--- src/rtl/reg_file_if.sv ---
// reg_file_if: read/write/HI/overflow bus between the register file and its
// user (ALU datapath or testbench). The master drives addresses and write-back;
// the slave (reg_file) returns operands, HI and the sticky overflow flag.
interface reg_file_if;
  logic [4:0]  rs_addr;
  logic [4:0]  rt_addr;
  logic [15:0] rs_data;
  logic [15:0] rt_data;
  logic        we;
  logic [4:0]  wr_addr;
  logic [31:0] wr_data;
  logic        hi_we;
  logic [15:0] hi_data;
  logic        ovf;
  logic        ovf_clr;

  modport master (
    output rs_addr, rt_addr, we, wr_addr, wr_data, hi_we, ovf_clr,
    input  rs_data, rt_data, hi_data, ovf
  );

  modport slave (
    input  rs_addr, rt_addr, we, wr_addr, wr_data, hi_we, ovf_clr,
    output rs_data, rt_data, hi_data, ovf
  );
endinterface

--- src/rtl/reg_file.sv ---
// reg_file: 32 x 16-bit architectural register file feeding the ALU, with a
// HI register for the upper half of multiply results and a sticky flag that
// records when a 32-bit result is truncated on write-back. R0 is hardwired 0.
// Optional macro WRITE_BYPASS_EN forwards the in-flight write to the read
// ports and HI in the same cycle (address 0 is never forwarded).
module reg_file #(
  parameter int NREGS = 32
) (
  input logic       clk,
  input logic       rst,
  reg_file_if.slave bus
);
  localparam int AW = 5;

  logic [15:0] regs [NREGS];
  logic [15:0] hi_q;
  logic        ovf_q;
  logic [15:0] rs_q;
  logic [15:0] rt_q;
  logic        wr_en;
  logic        trunc;

  // A write to R0 (or beyond the array) is dropped entirely.
  assign wr_en = bus.we && (bus.wr_addr != '0) && (int'(bus.wr_addr) < NREGS);
  // Upper half thrown away only when it is not being captured into HI.
  assign trunc = wr_en && !bus.hi_we && (bus.wr_data[31:16] != '0);

  // General register storage; reset wins over any write in the same cycle.
  always_ff @(posedge clk) begin
    if (rst) begin
      for (int i = 0; i < NREGS; i++) regs[i] <= '0;
    end else if (wr_en) begin
      regs[bus.wr_addr] <= bus.wr_data[15:0];
    end
  end

  // HI captures the upper result half regardless of the general write.
  always_ff @(posedge clk) begin
    if (rst)            hi_q <= '0;
    else if (bus.hi_we) hi_q <= bus.wr_data[31:16];
  end

  // Sticky truncation flag; a set in the same cycle as a clear wins.
  always_ff @(posedge clk) begin
    if (rst)              ovf_q <= 1'b0;
    else if (trunc)       ovf_q <= 1'b1;
    else if (bus.ovf_clr) ovf_q <= 1'b0;
  end

  // Stored-state reads; address 0 (and anything out of range) reads zero.
  always_comb begin
    rs_q = '0;
    rt_q = '0;
    if (bus.rs_addr != '0 && int'(bus.rs_addr) < NREGS) rs_q = regs[bus.rs_addr];
    if (bus.rt_addr != '0 && int'(bus.rt_addr) < NREGS) rt_q = regs[bus.rt_addr];
  end

`ifdef WRITE_BYPASS_EN
  // wr_en already excludes address 0, so R0 is never forwarded.
  assign bus.rs_data = (wr_en && bus.rs_addr == bus.wr_addr) ? bus.wr_data[15:0] : rs_q;
  assign bus.rt_data = (wr_en && bus.rt_addr == bus.wr_addr) ? bus.wr_data[15:0] : rt_q;
  assign bus.hi_data = bus.hi_we ? bus.wr_data[31:16] : hi_q;
`else
  assign bus.rs_data = rs_q;
  assign bus.rt_data = rt_q;
  assign bus.hi_data = hi_q;
`endif

  assign bus.ovf = ovf_q;

  // Address width is fixed; keep the localparam tied to the port width.
  logic [AW-1:0] unused_aw;
  assign unused_aw = bus.wr_addr;
  logic unused_ok;
  assign unused_ok = ^unused_aw;
endmodule
--- src/flat_wrapper.sv ---
// flat-port wrapper written by rule: the top's interface ports become plain ports
module reg_file_flat 
#(
  parameter int NREGS = 32
)
  (clk, rst, bus_rs_addr, bus_rt_addr, bus_we, bus_wr_addr, bus_wr_data, bus_hi_we, bus_ovf_clr, bus_rs_data, bus_rt_data, bus_hi_data, bus_ovf);
  reg_file_if bus_i ();
  input logic clk;
  input logic rst;
  input wire logic [$bits(bus_i.rs_addr)-1:0] bus_rs_addr;
  input wire logic [$bits(bus_i.rt_addr)-1:0] bus_rt_addr;
  input wire logic [$bits(bus_i.we)-1:0] bus_we;
  input wire logic [$bits(bus_i.wr_addr)-1:0] bus_wr_addr;
  input wire logic [$bits(bus_i.wr_data)-1:0] bus_wr_data;
  input wire logic [$bits(bus_i.hi_we)-1:0] bus_hi_we;
  input wire logic [$bits(bus_i.ovf_clr)-1:0] bus_ovf_clr;
  output wire logic [$bits(bus_i.rs_data)-1:0] bus_rs_data;
  output wire logic [$bits(bus_i.rt_data)-1:0] bus_rt_data;
  output wire logic [$bits(bus_i.hi_data)-1:0] bus_hi_data;
  output wire logic [$bits(bus_i.ovf)-1:0] bus_ovf;
  assign bus_i.rs_addr = bus_rs_addr;
  assign bus_i.rt_addr = bus_rt_addr;
  assign bus_i.we = bus_we;
  assign bus_i.wr_addr = bus_wr_addr;
  assign bus_i.wr_data = bus_wr_data;
  assign bus_i.hi_we = bus_hi_we;
  assign bus_i.ovf_clr = bus_ovf_clr;
  assign bus_rs_data = bus_i.rs_data;
  assign bus_rt_data = bus_i.rt_data;
  assign bus_hi_data = bus_i.hi_data;
  assign bus_ovf = bus_i.ovf;
  reg_file #(.NREGS(NREGS)) u_core (.clk(clk), .rst(rst), .bus(bus_i));
endmodule
--- config.mk ---
export PLATFORM = sky130hd
export DESIGN_NAME = reg_file_flat
export DESIGN_NICKNAME = d
export VERILOG_FILES = /design/src/rtl/reg_file_if.sv /design/src/rtl/reg_file.sv /design/src/flat_wrapper.sv
export SDC_FILE = /design/constraint.sdc
export NUM_CORES = 1
export LEC_CHECK = 0
export CAP_MARGIN = 0
export CORE_AREA = 2 2 272 274
export DETAILED_ROUTE_END_ITERATION = 6
export DIE_AREA = 0 0 274 276
export PLACE_DENSITY = 0.52
export SLEW_MARGIN = 20
export SYNTH_ARGS = -nofsm -noshare
export SYNTH_HDL_FRONTEND = slang
export SYNTH_SLANG_ARGS = --single-unit
--- constraint.sdc ---
create_clock -name clk -period 2.78 [get_ports clk]
set_clock_uncertainty 0.15 [all_clocks]
set_input_delay 0.278 -clock clk [delete_from_list [all_inputs] [get_ports clk]]
set_output_delay 0.278 -clock clk [all_outputs]
set_load 0.005 [all_outputs]
==> results.ini, run 1 <==
[status]
status=finished with violations
violations=setup timing

[cts]
clockBufferDepth=3
cts_root_buf=clkbuf_16
ctsHoldBuffers=0
cts.sinks=529
cts_max_level=2
clk_latency_ns=0.64
clk_pin_slew_worst_paths_ns=0.06
cts_tree=yes
numCtsBuffers=60

[hold_path]
holdPathStages=3
hp-class=input pin to flip-flop
hp-start=rst
hold_end=u_core.bus.hi_data[6]$_SDFFE_PP0P_

[setup_path]
end_kind=output pin
cp.required_ns=2.35
cp_cell_sequence=mux4_2, mux4_2, o22ai_2, buf_6, nor3_2, buf_2
startpoint=u_core.regs[31][0]$_SDFFCE_PN0P_
cp_num_buf_inv=2
path_delay_family=multiplexers
slowest_delay_ns=0.58
critPathArrivalTime_ns=2.62
cp-start-kind=flip-flop
path_depth=6
crit_type=flip-flop to output pin
r2r-end=u_core.bus.hi_data[10]$_SDFFE_PP0P_
worst_r2r_startpoint=u_core.bus.hi_data[10]$_SDFFE_PP0P_
reg2reg_depth=2
worstPathMaxFanout=2
r2r_slack_ns=2.00
cp_slowest_cell=mux4_2
crit_top_cell=mux4_2

[floorplanning]
die_h_um=276
io-pin-count=101
die_w_um=274
start_util=0.388
num_rows=99
die-area_um2=75600
coreArea_um2=72600

[placed_design]
portBuffers=100
dp_slack_ns=-1.07
post_dp_cell_area_um2=32500
hpwl_um=69900
gp_congestion=0.898

[global_routing]
antenna_found_initial=5
grt_max_degree=37
grt-ovfl-total=0
grt_pass1_vias=19400
grt_pass1_wl_um=146000
track_usage=0.271

[logic_synthesis]
syn_area_um2=28200
synth_edf_count=512
synthDistinctLibCells=47
ys_seq_area_frac=0.558
ys_warn_count=0
ys.flop_type=edfxtp_1
ys_seq_elements=529
syn_avg_cell_area_um2=14.6
async_flop_share=0
synthCells=1926

[routing]
drc=0
drtIter0Drc=2317
ant_nets=0
first_pass_iters=7
vias=19100
viasPerCell=5.89
wl_per_cell_um=31.5
postRouteWirelength_um=102000

[sta]
hold_viol=0
period_share=1.10
maxSlewViolCount=0
finalCriticalPeriod_ns=3.04
relSlewSlack=0.501
rsz0062_at_grt=true
worst_pin_slew_ns=0.746
finalWorstSetupSlack_ns=-0.265
fmax_mhz=328
finalSetupViolations=26

[finish]
final_nets=2283
final_common_cell=edfxtp_1
areaGrowthSynthToFinish_pct=26.4
finalInstanceArea_um2=35600
final_cell_mix=edfxtp_1 (512), and2_1 (499), buf_4 (254)
final_layout_size_suffix_gt1_frac=0.356

[pwr]
p_leak_nw=12.9
ir_drop_v=0.000467
p_per_area_nw_per_um2=577

[run]
maxCapViolations=0

synthesized netlist by cell type, types with 2 or more instances:
library cell,count,area [µm²]
edfxtp_1,512,15400
and2_1,500,3130
mux4_2,198,4460
mux2i_1,149,1490
clkbuf_1,124,465
nor2_1,52,195
a22oi_1,38,285
o22ai_1,37,231
or2_2,32,200
nor3_1,31,155
a22o_1,30,263
a2111oi_0,29,254
buf_2,26,130
buf_6,22,248
a21oi_1,18,90.1
dfxtp_1,17,340
mux2_2,17,191
nor2b_1,15,93.8
nor4_1,10,62.6
a211oi_1,8,60.1
buf_4,7,52.6
nand3b_1,6,45.0
nand2_1,5,18.8
a31o_1,4,35.0
a31oi_1,3,18.8
buf_1,3,11.3
buf_8,3,45.0
inv_1,3,11.3
nand2b_1,3,18.8
nand3_1,3,15.0
and3_1,2,12.5
o32ai_1,2,17.5
or3_1,2,12.5
or3b_2,2,17.5
what timing repair did:
action                     4_1_cts  5_1_grt
resized for setup              313       31
setup endpoints to repair       32       32
buffers inserted                21        5
pin swaps                       86       16
power breakdown:
| part | switching (mW) | internal (mW) | leakage [nW] | total, mW |
|---|---|---|---|---|
| clock network | 3.39 | 4.59 | 0.957 | 7.98 |
| logic | 1.66 | 1.47 | 6.94 | 3.13 |
| registers | 0.266 | 9.18 | 5.01 | 9.45 |
worst register-to-register path, stage by stage, from the launching register on:
cell	delay (ns)
dfxtp_1	0.31
mux2i_1	0.14
nor2_1	0.06
per-stage QoR:
| step | utilization | hold slack [ns] | TNS, ns | power (mW) | instances |
|---|---|---|---|---|---|
| CTS | 0.488 | 0.0106 | -4.82 | 20.6 | 3235 |
| global placement | 0.448 | 0.316 | -19.57 | 12.4 | 3125 |
| floorplan | - | 0.275 | 0 | 10.9 | 1941 |
| detailed placement | 0.448 | 0.318 | -16.42 | 12.5 | 3125 |
| finish | 0.491 | 0.0336 | -3.49 | 20.6 | 3241 |
| global route | 0.491 | 0.0401 | -4.98 | 21.1 | 3239 |
cells by family (layout without fill, tap and decap cells):
group / count (synthesis) / in the layout / synth area share
AND/OR/NAND/NOR: 668 / 668 / 0.143
flip-flops: 529 / 529 / 0.558
multiplexers: 365 / 365 / 0.218
buffers and inverters: 189 / 528 / 0.0349
AO/OA/AOI/OAI: 174 / 174 / 0.0461
other: 1 / 18 / 0.000133
registers in the layout, summed over array words and instances (netlist names):
name and flops:
u_core.regs 512, u_core.bus.hi_data 16, u_core.bus.ovf 1
per-layer routing:
layer  track usage  up-vias  routed length, µm
li1              -     8012                  -
met1         0.391     9974              43000
met2         0.425      936              47300
met3        0.0493      155               8790
met4        0.0693        2               2960
met5             0        -                  8
final cells by class:
type / count / area [µm²]
Fill cell: 6297 / 37000
Sequential cell: 529 / 15700
Multi-Input combinational cell: 1223 / 12800
Timing Repair Buffer: 414 / 3920
Clock buffer: 68 / 1570
Tap cell: 959 / 1200
Clock inverter: 43 / 370
Inverter: 3 / 11.3
Antenna cell: 2 / 5.00
worst max-delay path by stage:
stage	endpoint
floorplan	bus_rt_data[10]
global placement	bus_rt_data[3]
detailed placement	bus_rt_data[2]
CTS	bus_rs_data[0]
global route	bus_rs_data[0]
finish	bus_rs_data[0]
No activity file was read; power rests on OpenSTA's default activity.
==> run 2, diff against run 1 <==
CORE_AREA = 2 2 269 271   (was 2 2 272 274)
DIE_AREA = 0 0 271 273   (was 0 0 274 276)
PLACE_DENSITY = 0.53   (was 0.52)
==> run 2 against run 1 <==
Net effect: design area about the same; clock-buffer cell count unchanged; setup slack better by 0.062 ns; die area down 2.2%; sequential power about the same; register-to-register slack about the same; first-iteration DRC count down 19%; utilization up 1.1 points; the flow finishes with violations (DRC, setup timing); clock power up 2.8%; sequential share of layout area about the same.
==> results.ini, run 2 (synthesis results as in run 1) <==
[status]
status=finished with violations
violations=DRC, setup timing

[setup_path]
crit_top_cell=mux4_2
critPathArrivalTime_ns=2.56  ; -0.06 ns
slowest_delay_ns=0.58  ; about the same
path_delay_family=multiplexers
end_kind=output pin
cp_num_buf_inv=1  ; -1
cp.required_ns=2.35  ; about the same
crit_type=flip-flop to output pin
cp-start-kind=flip-flop
worstPathMaxFanout=2  ; unchanged
cp_cell_sequence=mux4_2, mux4_2, o22ai_4, nor3_2, buf_2
cp_slowest_cell=mux4_2

[finish]
nFillCells=5958  ; -5.4%
diodes=0  ; -2
final_layout_size_suffix_gt1_frac=0.354  ; -0.00184
final_common_cell=edfxtp_1
instances_no_fill=3208  ; -1.0%
regMostFlops=u_core.regs
final_cell_mix=edfxtp_1 (512), and2_1 (498), buf_4 (232)
final_nets=2263  ; -0.88%
areaGrowthSynthToFinish_pct=26.5  ; about the same
largest_register_ff_count=512  ; unchanged

[floorplanning]
coreArea_um2=71000  ; -2.2%
die-area_um2=74000  ; -2.2%
die_h_um=273  ; -1.1%
num_rows=98  ; -1.0%
start_util=0.397  ; +0.00870
io-pin-count=101  ; unchanged
die_w_um=271  ; -1.1%

[pwr]
p_sw_mw=5.20  ; -2.1%
ir_drop_v=0.000454  ; -2.9%
p_sw_frac=0.251  ; -0.00764
combPwrFrac=0.149  ; -0.003
p_leak_nw=12.9  ; -0.29%
seqPwrFrac=0.455  ; -0.005
p_clk_frac=0.396  ; +0.008
internal-power_mw=15.5  ; +1.9%
p_per_area_nw_per_um2=582  ; +0.80%

[placed_design]
dp.cells=3100  ; -0.80%
dp_slack_ns=-1.30  ; -0.224 ns
portBuffers=100  ; unchanged
hpwl_um=66300  ; -5.2%
gp_congestion=0.890  ; -0.90%

[routing]
drtIter0Drc=1887  ; -19%
first_pass_iters=7  ; unchanged
vias=18700  ; -1.9%
wl_per_cell_um=30.3  ; -3.7%
drc=2  ; +2
postRouteWirelength_um=97300  ; -4.6%
ant_nets=0  ; unchanged
viasPerCell=5.83  ; -0.89%

[cts]
numCtsBuffers=58  ; -3.3%
cts.sinks=529  ; unchanged
cts_tree=yes
clk_pin_slew_worst_paths_ns=0.06  ; about the same
cts_root_buf=clkbuf_16
clockBufferDepth=3  ; unchanged
cts_max_level=2  ; unchanged
clk_latency_ns=0.62  ; -0.02 ns

[sta]
finalCriticalPeriod_ns=2.98  ; -0.0616 ns
rsz0062_at_grt=true
worst_pin_slew_ns=0.673  ; -0.0736 ns
finalSetupViolations=23  ; -12%
fmax_mhz=335  ; +2.1%
hold_viol=0  ; unchanged
finalWorstSetupSlack_ns=-0.203  ; +0.0616 ns
period_share=1.07  ; -0.0222
maxSlewViolCount=0  ; unchanged
relSlewSlack=0.549  ; +0.0481

[global_routing]
antenna_found_initial=1  ; -4
grt_pass1_vias=19300  ; -0.49%
grt-ovfl-total=0  ; unchanged
grt_max_degree=65  ; +76%
grt_pass1_wl_um=138000  ; -5.1%
track_usage=0.262  ; -0.00988

[run]
maxCapViolations=0  ; unchanged

[hold_path]
hp-class=input pin to flip-flop

-- run 2: changes by cell type in the layout (fill, tap and decap cells not counted), sizes merged --
cell / previous run / this run
buf: 350 / 332
bufinv: 6 / 11
clkbuf: 71 / 70
clkinv: 35 / 25
diode: 2 / 0
dlygate4sd3: 0 / 1
inv: 3 / 4
-- run 2: timing repair --
action / 4_1_cts / 5_1_grt
gates cloned: 0 / 1
gates resized for setup: 321 / 33
endpoints found under the setup margin: 32 / 32
setup buffers: 8 / 14
hold buffers: 1 / 0
pin swaps: 80 / 24
hold endpoints to repair: 6 / 0
-- run 2: path summary, 6_finish.rpt --
check | startpoint | to | slack (ns) | cells after the start
setup reg to reg | u_core.bus.hi_data[13]$_SDFFE_PP0P_ | u_core.bus.hi_data[13]$_SDFFE_PP0P_ | 1.99 | 2
setup / recovery | u_core.regs[18][5]$_SDFFCE_PN0P_ | bus_rs_data[5] | -0.20 | 5
hold / removal | bus_ovf_clr | u_core.bus.ovf$_SDFFE_PP0P_ | 0.13 | 3
hold reg to reg | u_core.bus.ovf$_SDFFE_PP0P_ | u_core.bus.ovf$_SDFFE_PP0P_ | 0.33 | 2
-- run 2: worst reg2reg max path, stage by stage, from the launching register on --
cell and delay, ns:
dfxtp_1 0.31, mux2i_1 0.15, nor2_1 0.06
-- run 2: power by group through the flow --
stage / clock (mW) / sequential [mW] / combinational [mW]
final: 8.20 / 9.44 / 3.09
after detailed placement: 0 / 9.59 / 2.81
after global placement: 0 / 9.58 / 2.79
after global routing: 8.57 / 9.48 / 3.22
after CTS: 8.30 / 9.43 / 3.01
after floorplan: 0 / 9.47 / 1.42
-- run 2: final cells by class --
class	count	area, µm²	share of cell area
Multi-Input combinational cell	1223	12800	0.361
Clock inverter	39	473	0.0133
Timing Repair Buffer	396	3880	0.109
Inverter	3	11.3	0.000316
Clock buffer	68	1510	0.0424
Sequential cell	529	15700	0.441
Tap cell	950	1190	0.0334
-- run 2: layer usage --
layer | part of all wire | vias to the layer above | global-route usage
met1 | 0.43 | 9750 | 0.358
met5 | 0 | - | 0
met3 | 0.079 | 155 | 0.0585
li1 | - | 7979 | -
met2 | 0.46 | 832 | 0.416
met4 | 0.031 | 0 | 0.0830
-- run 2: through the flow --
stage               hold slack (ns)  TNS, ns  total power, mW  instance area, µm²  utilization
finish                        0.132    -2.70             20.7               35600        0.502
global route                  0.129    -3.87             21.3               35600        0.502
CTS                           0.107    -4.12             20.7               35300        0.497
detailed placement            0.316   -19.04             12.4               32400        0.457
global placement              0.307   -19.47             12.4               32400        0.457
floorplan                     0.275        0             10.9               28200            -
==> edit 1: new RTL, settings of run 1 <==
`NREGS` is set to 32 in 2 places; all go to 128.
--- a/src/rtl/reg_file.sv
+++ b/src/rtl/reg_file.sv
@@ -5,5 +5,5 @@
 // ports and HI in the same cycle (address 0 is never forwarded).
 module reg_file #(
-  parameter int NREGS = 32
+  parameter int NREGS = 128
 ) (
   input logic       clk,
--- a/src/flat_wrapper.sv
+++ b/src/flat_wrapper.sv
@@ -2,5 +2,5 @@
 module reg_file_flat 
 #(
-  parameter int NREGS = 32
+  parameter int NREGS = 128
 )
   (clk, rst, bus_rs_addr, bus_rt_addr, bus_we, bus_wr_addr, bus_wr_data, bus_hi_we, bus_ovf_clr, bus_rs_data, bus_rt_data, bus_hi_data, bus_ovf);
Function: not settled (the Yosys comparison gave no result); the edit may change what the design does.
==> edit 1 against run 1 <==
The run still ends with setup timing left; sequential share of layout area grew 0.44 points; wire length fell by 3.5%; design area shrank 0.98%; worst setup slack improved by 0.14 ns; sequential cell count stayed put; total power is 1.6% lower; area after synthesis up 1.0%; largest power group unchanged.
==> edit 1: results <==
run_status:
  status: "complete, but fails checks"
  violations: "setup timing"
drt:
  avgViaCountPerCell: 5.770
  drtIter0Drc: 1534
  drt-total-wl_um: 98530
  wl_per_cell_um: 29.62
  firstDrtPassIters: 5
hold_path:
  hold_depth: 3
  hold_path_class: "primary input to register"
layout:
  nets: 2374
  nFillCells: 6286
  largest-register: "u_core.regs"
  largest_register_ff_count: 512
  drive_gt1_frac: 0.3005
timing:
  relSlewSlack: 0.3342
  layout_setup_ws_ns: -0.1206
  setup_violations: 12
clocking:
  htree_levels: 2
  insertion_delay_ns: 0.62
  root_buffer: "clkbuf_16"
  path_clk_slew_ns: 0.07
  clockBufferDepth: 3
synthesis:
  synth_xor_area_frac: 0
  synthAdderAreaFrac: 0
  synth_common_cells: "edfxtp_1 (512), and2_1 (498), mux2i_1 (250), mux4_2 (150), clkbuf_1 (131)"
  synth-main-ff-cell: "edfxtp_1"
  synth_cell_type_count: 39
  synth_compound_area_frac: 0.04210
  yosysSeqAreaShare: 0.5520
  ys_warn_count: 0
  synth_mux_area_frac: 0.2245
  synth-async-reset-ratio: 0
  syn_avg_cell_area_um2: 14.03
  synth-edff-count: 512
  ys_top_cells_by_area: "edfxtp_1 (54%), mux4_2 (12%), and2_1 (11%)"
grt:
  antenna_found_initial: 5
  grt_pass1_vias: 19880
  grt_pass1_wl_um: 141100
  grt_max_degree: 65
  grt_usage: 0.2603
place:
  numPortBuffers: 100
  postPlaceCellArea_mm2: 0.03294
  dp_hpwl_um: 67110
  dp.cells: 3216
  gp_congestion: 0.8871
power:
  leakage_nw: 13.15
  irDropWorstVdd_v: 0.0004893
  p_int_mw: 15.13
setup_path:
  critPathMaxStageDelay_ns: 0.50
  cp_data_arrival_time_ns: 2.47
  reg2reg_depth: 2
edit 1: cell count changes after synthesis, moves of 31 or more:
cell,change
o22ai_1,-37
mux4_2,-48
nand2_1,+60
mux2i_1,+101
nor3_1,-31
o221ai_1,+32
edit 1: cells by family (layout without fill, tap and decap cells):
kind of cell | Yosys count | count (layout)
compound gates | 153 | 153
flops | 529 | 529
other cells | 1 | 18
buf+inv | 196 | 518
simple gates | 718 | 718
mux | 432 | 432
edit 1: cell type report:
cell class | count | area, um^2 | share of cell area
inverter | 1 | 3.754 | 0.0001065
sequential | 529 | 15720 | 0.4457
clock inverter | 23 | 219.0 | 0.006210
clock buffer | 83 | 1669 | 0.04734
antenna | 2 | 5.005 | 0.0001419
multi-input combinational | 1319 | 12420 | 0.3521
tap | 959 | 1200 | 0.03403
timing repair buffer | 411 | 4033 | 0.1144
edit 1: worst max-delay path: cells and delay by family (launching register included):
family                 cells  cell delay [ns]
AO/OA/AOI/OAI              2             0.46
buffers and inverters      1             0.15
flip-flops                 1             0.42
multiplexers               2             0.81
edit 1: power by group through the flow:
| stage | Combinational [mW] | Sequential [mW] | Clock (mW) |
|---|---|---|---|
| 2_1_floorplan | 1.44 | 9.47 | 0 |
| 3_3_place_gp | 2.89 | 9.57 | 0 |
| 3_5_place_dp | 2.90 | 9.58 | 0 |
| 4_1_cts | 3.01 | 9.42 | 7.91 |
| 5_1_grt | 3.14 | 9.47 | 8.17 |
| 6_report | 3.00 | 9.43 | 7.79 |
edit 1: timing repair:
action / CTS / global route
hold buffers: 0 / 0
gates resized for setup: 204 / 10
buffers inserted: 11 / 8
gates cloned: 0 / 0
setup endpoints to repair: 32 / 28
pin swaps: 31 / 15
hold endpoints to repair: 0 / 0
edit 1: final timing paths:
kind,to,startpoint,slack (ns)
worst min-delay path,u_core.bus.hi_data[10],rst,0.05
worst max register to register,u_core.bus.hi_data[13],u_core.bus.hi_data[13],2.00
worst min register to register,u_core.bus.ovf,u_core.bus.ovf,0.32
worst max-delay path,bus_rt_data[13],u_core.regs[31][13],-0.12
edit 1: stage by stage:
stage               setup WS, ns  setup TNS, ns
floorplan                 0.6102              0
global placement         -0.5151         -6.822
detailed placement       -0.5333         -6.850
CTS                      -0.1564         -1.255
global route             -0.1631         -1.566
finish                   -0.1206        -0.5788
edit 1: metal layers:
metal,wire (um),global-route usage,vias to the layer above
li1,-,-,8286
met1,42150,0.3641,9968
met2,46330,0.4103,770
met3,6086,0.03709,169
met4,3938,0.1002,4
met5,30,0,-
==> edit 2: new RTL, config.mk and constraints of run 1 <==
Without the edit above. Build with the macro `WRITE_BYPASS_EN` defined.
--- a/src/rtl/reg_file.sv
+++ b/src/rtl/reg_file.sv
@@ -4,4 +4,6 @@
 // Optional macro WRITE_BYPASS_EN forwards the in-flight write to the read
 // ports and HI in the same cycle (address 0 is never forwarded).
+`define WRITE_BYPASS_EN
+
 module reg_file #(
   parameter int NREGS = 32
Behaviour: not the same (a bounded check fails within 4 cycles, from zero or initial values and one cycle with rst high).
==> edit 2 against run 1 <==
The flow still finishes with violations (setup timing); core utilization increased by 0.49 points; synthesized cell count increased by 7.5%; die area unchanged; area after synthesis increased by 2.1%; sequential cell count unchanged; highest routed layer unchanged; wire length increased by 8.0%; non-clock buffer count increased by 51; design area increased by 1.0%; worst setup slack got worse by 0.0034 ns; total power increased by 2.4%.
==> edit 2: results <==
place:
  dpl_worst_slack_ns: -0.7854
  dp.cells: 3287
  dp_hpwl_um: 77840
  gp_congestion: 0.9600
  postPlaceCellArea_mm2: 0.03341
  numPortBuffers: 100
synthesis:
  synth_compound_area_frac: 0.05978
  synthAdderAreaFrac: 0
  ys_top_cells_by_area: "edfxtp_1 (53%), mux4_2 (12%), and2_1 (11%)"
  yosysSeqAreaShare: 0.5464
  synth_xor_area_frac: 0.003045
  synth-async-reset-ratio: 0
  synth_mux_area_frac: 0.2168
  synth_common_cells: "edfxtp_1 (512), and2_1 (499), mux2i_1 (210), mux4_2 (154), clkbuf_1 (128)"
  synth-main-ff-cell: "edfxtp_1"
  syn_avg_cell_area_um2: 13.89
drt:
  num_vias: 20350
  firstDrtPassIters: 5
  wl_met1_um: 45560
  wl_met3_um: 8934
  drt-total-wl_um: 110300
  dr.max_layer_used: "met5"
  drtIter0Drc: 2491
  wl_met2_um: 50570
setup_path:
  r2r-end: "u_core.hi_q[2]"
  r2r_start: "u_core.hi_q[2]"
  reg2reg_slack_ns: 1.81
  endpoint: "bus_rs_data[2]"
  cp_slowest_cell: "mux4_2"
  critPathMaxStageDelay_ns: 0.48
  cp_data_arrival_time_ns: 2.62
  cp_top_family: "multiplexers"
  crit_path_start: "u_core.regs[24][2]"
layout:
  nets: 2468
  drive_gt1_frac: 0.3300
  layout.cells.non_filler: 3426
  largest_register_ff_count: 512
clocking:
  numCtsBuffers: 66
  htree_levels: 3
  clockBufferDepth: 3
  insertion_delay_ns: 0.58
  path_clk_slew_ns: 0.06
  root_buffer: "clkbuf_16"
grt:
  grt_max_degree: 34
  grtUsageMet2: 0.4529
  grtUsageMet3: 0.04707
  antenna_found_initial: 7
  grt_pass1_wl_um: 155300
  grt_usage: 0.2919
  grtUsageMet1: 0.4045
timing:
  layout_setup_ws_ns: -0.2684
  setup-tns-final_ns: -3.054
  setup_violations: 24
  tightest_slew_ns: 0.7381
run_status:
  status: "complete, but fails checks"
  violations: "setup timing"
power:
  leakage_nw: 13.61
  irDropWorstVdd_v: 0.0004295
hold_path:
  hold_path_class: "primary input to register"
==> edit 2: worst min-delay path: cells and delay by family <==
kind / cells / cell delay (ns)
AND/OR/NAND/NOR: 1 / 0.13
buffers and inverters: 2 / 0.43
==> edit 2: kinds of logic (layout without fill, tap and decap cells) <==
kind of cell | count (synthesis) | after routing
XOR/XNOR | 10 | 10
other | 1 | 19
buffers and inverters | 204 | 583
AND/OR/NAND/NOR | 687 | 687
multiplexers | 415 | 415
flip-flops | 529 | 529
AO/OA/AOI/OAI | 224 | 224
==> edit 2: report_power, final <==
group / switching, mW / internal, mW / total, mW
clock network: 3.41 / 4.94 / 8.35
registers: 0.239 / 9.18 / 9.42
logic: 1.79 / 1.50 / 3.28
total: 5.43 / 15.6 / 21.0
==> edit 2: cell type report <==
cell class	instances	area [um^2]
clock buffer	87	1847
inverter	2	7.507
clock inverter	29	216.5
fill	6291	36620
antenna	3	7.507
timing repair buffer	465	4293
multi-input combinational	1352	12680
sequential	529	15720
tap	959	1200
==> edit 2: how the worst min path moves through the flow <==
| stage | startpoint | end | slack [ns] | cells after the start |
|---|---|---|---|---|
| global placement | u_core.bus.ovf | u_core.bus.ovf | 0.33 | 2 |
| detailed placement | u_core.bus.ovf | u_core.bus.ovf | 0.34 | 2 |
| floorplan | bus_ovf_clr | u_core.bus.ovf | 0.31 | 3 |
| global route | rst | u_core.hi_q[10] | 0.15 | 3 |
| CTS | rst | u_core.hi_q[4] | 0.12 | 3 |
| finish | rst | u_core.hi_q[4] | 0.15 | 3 |
==> edit 2: timing repair <==
action	in CTS	in global routing
pin swaps	62	30
setup endpoints to repair	32	31
cloned	0	0
gates resized for setup	250	15
buffers inserted	17	7
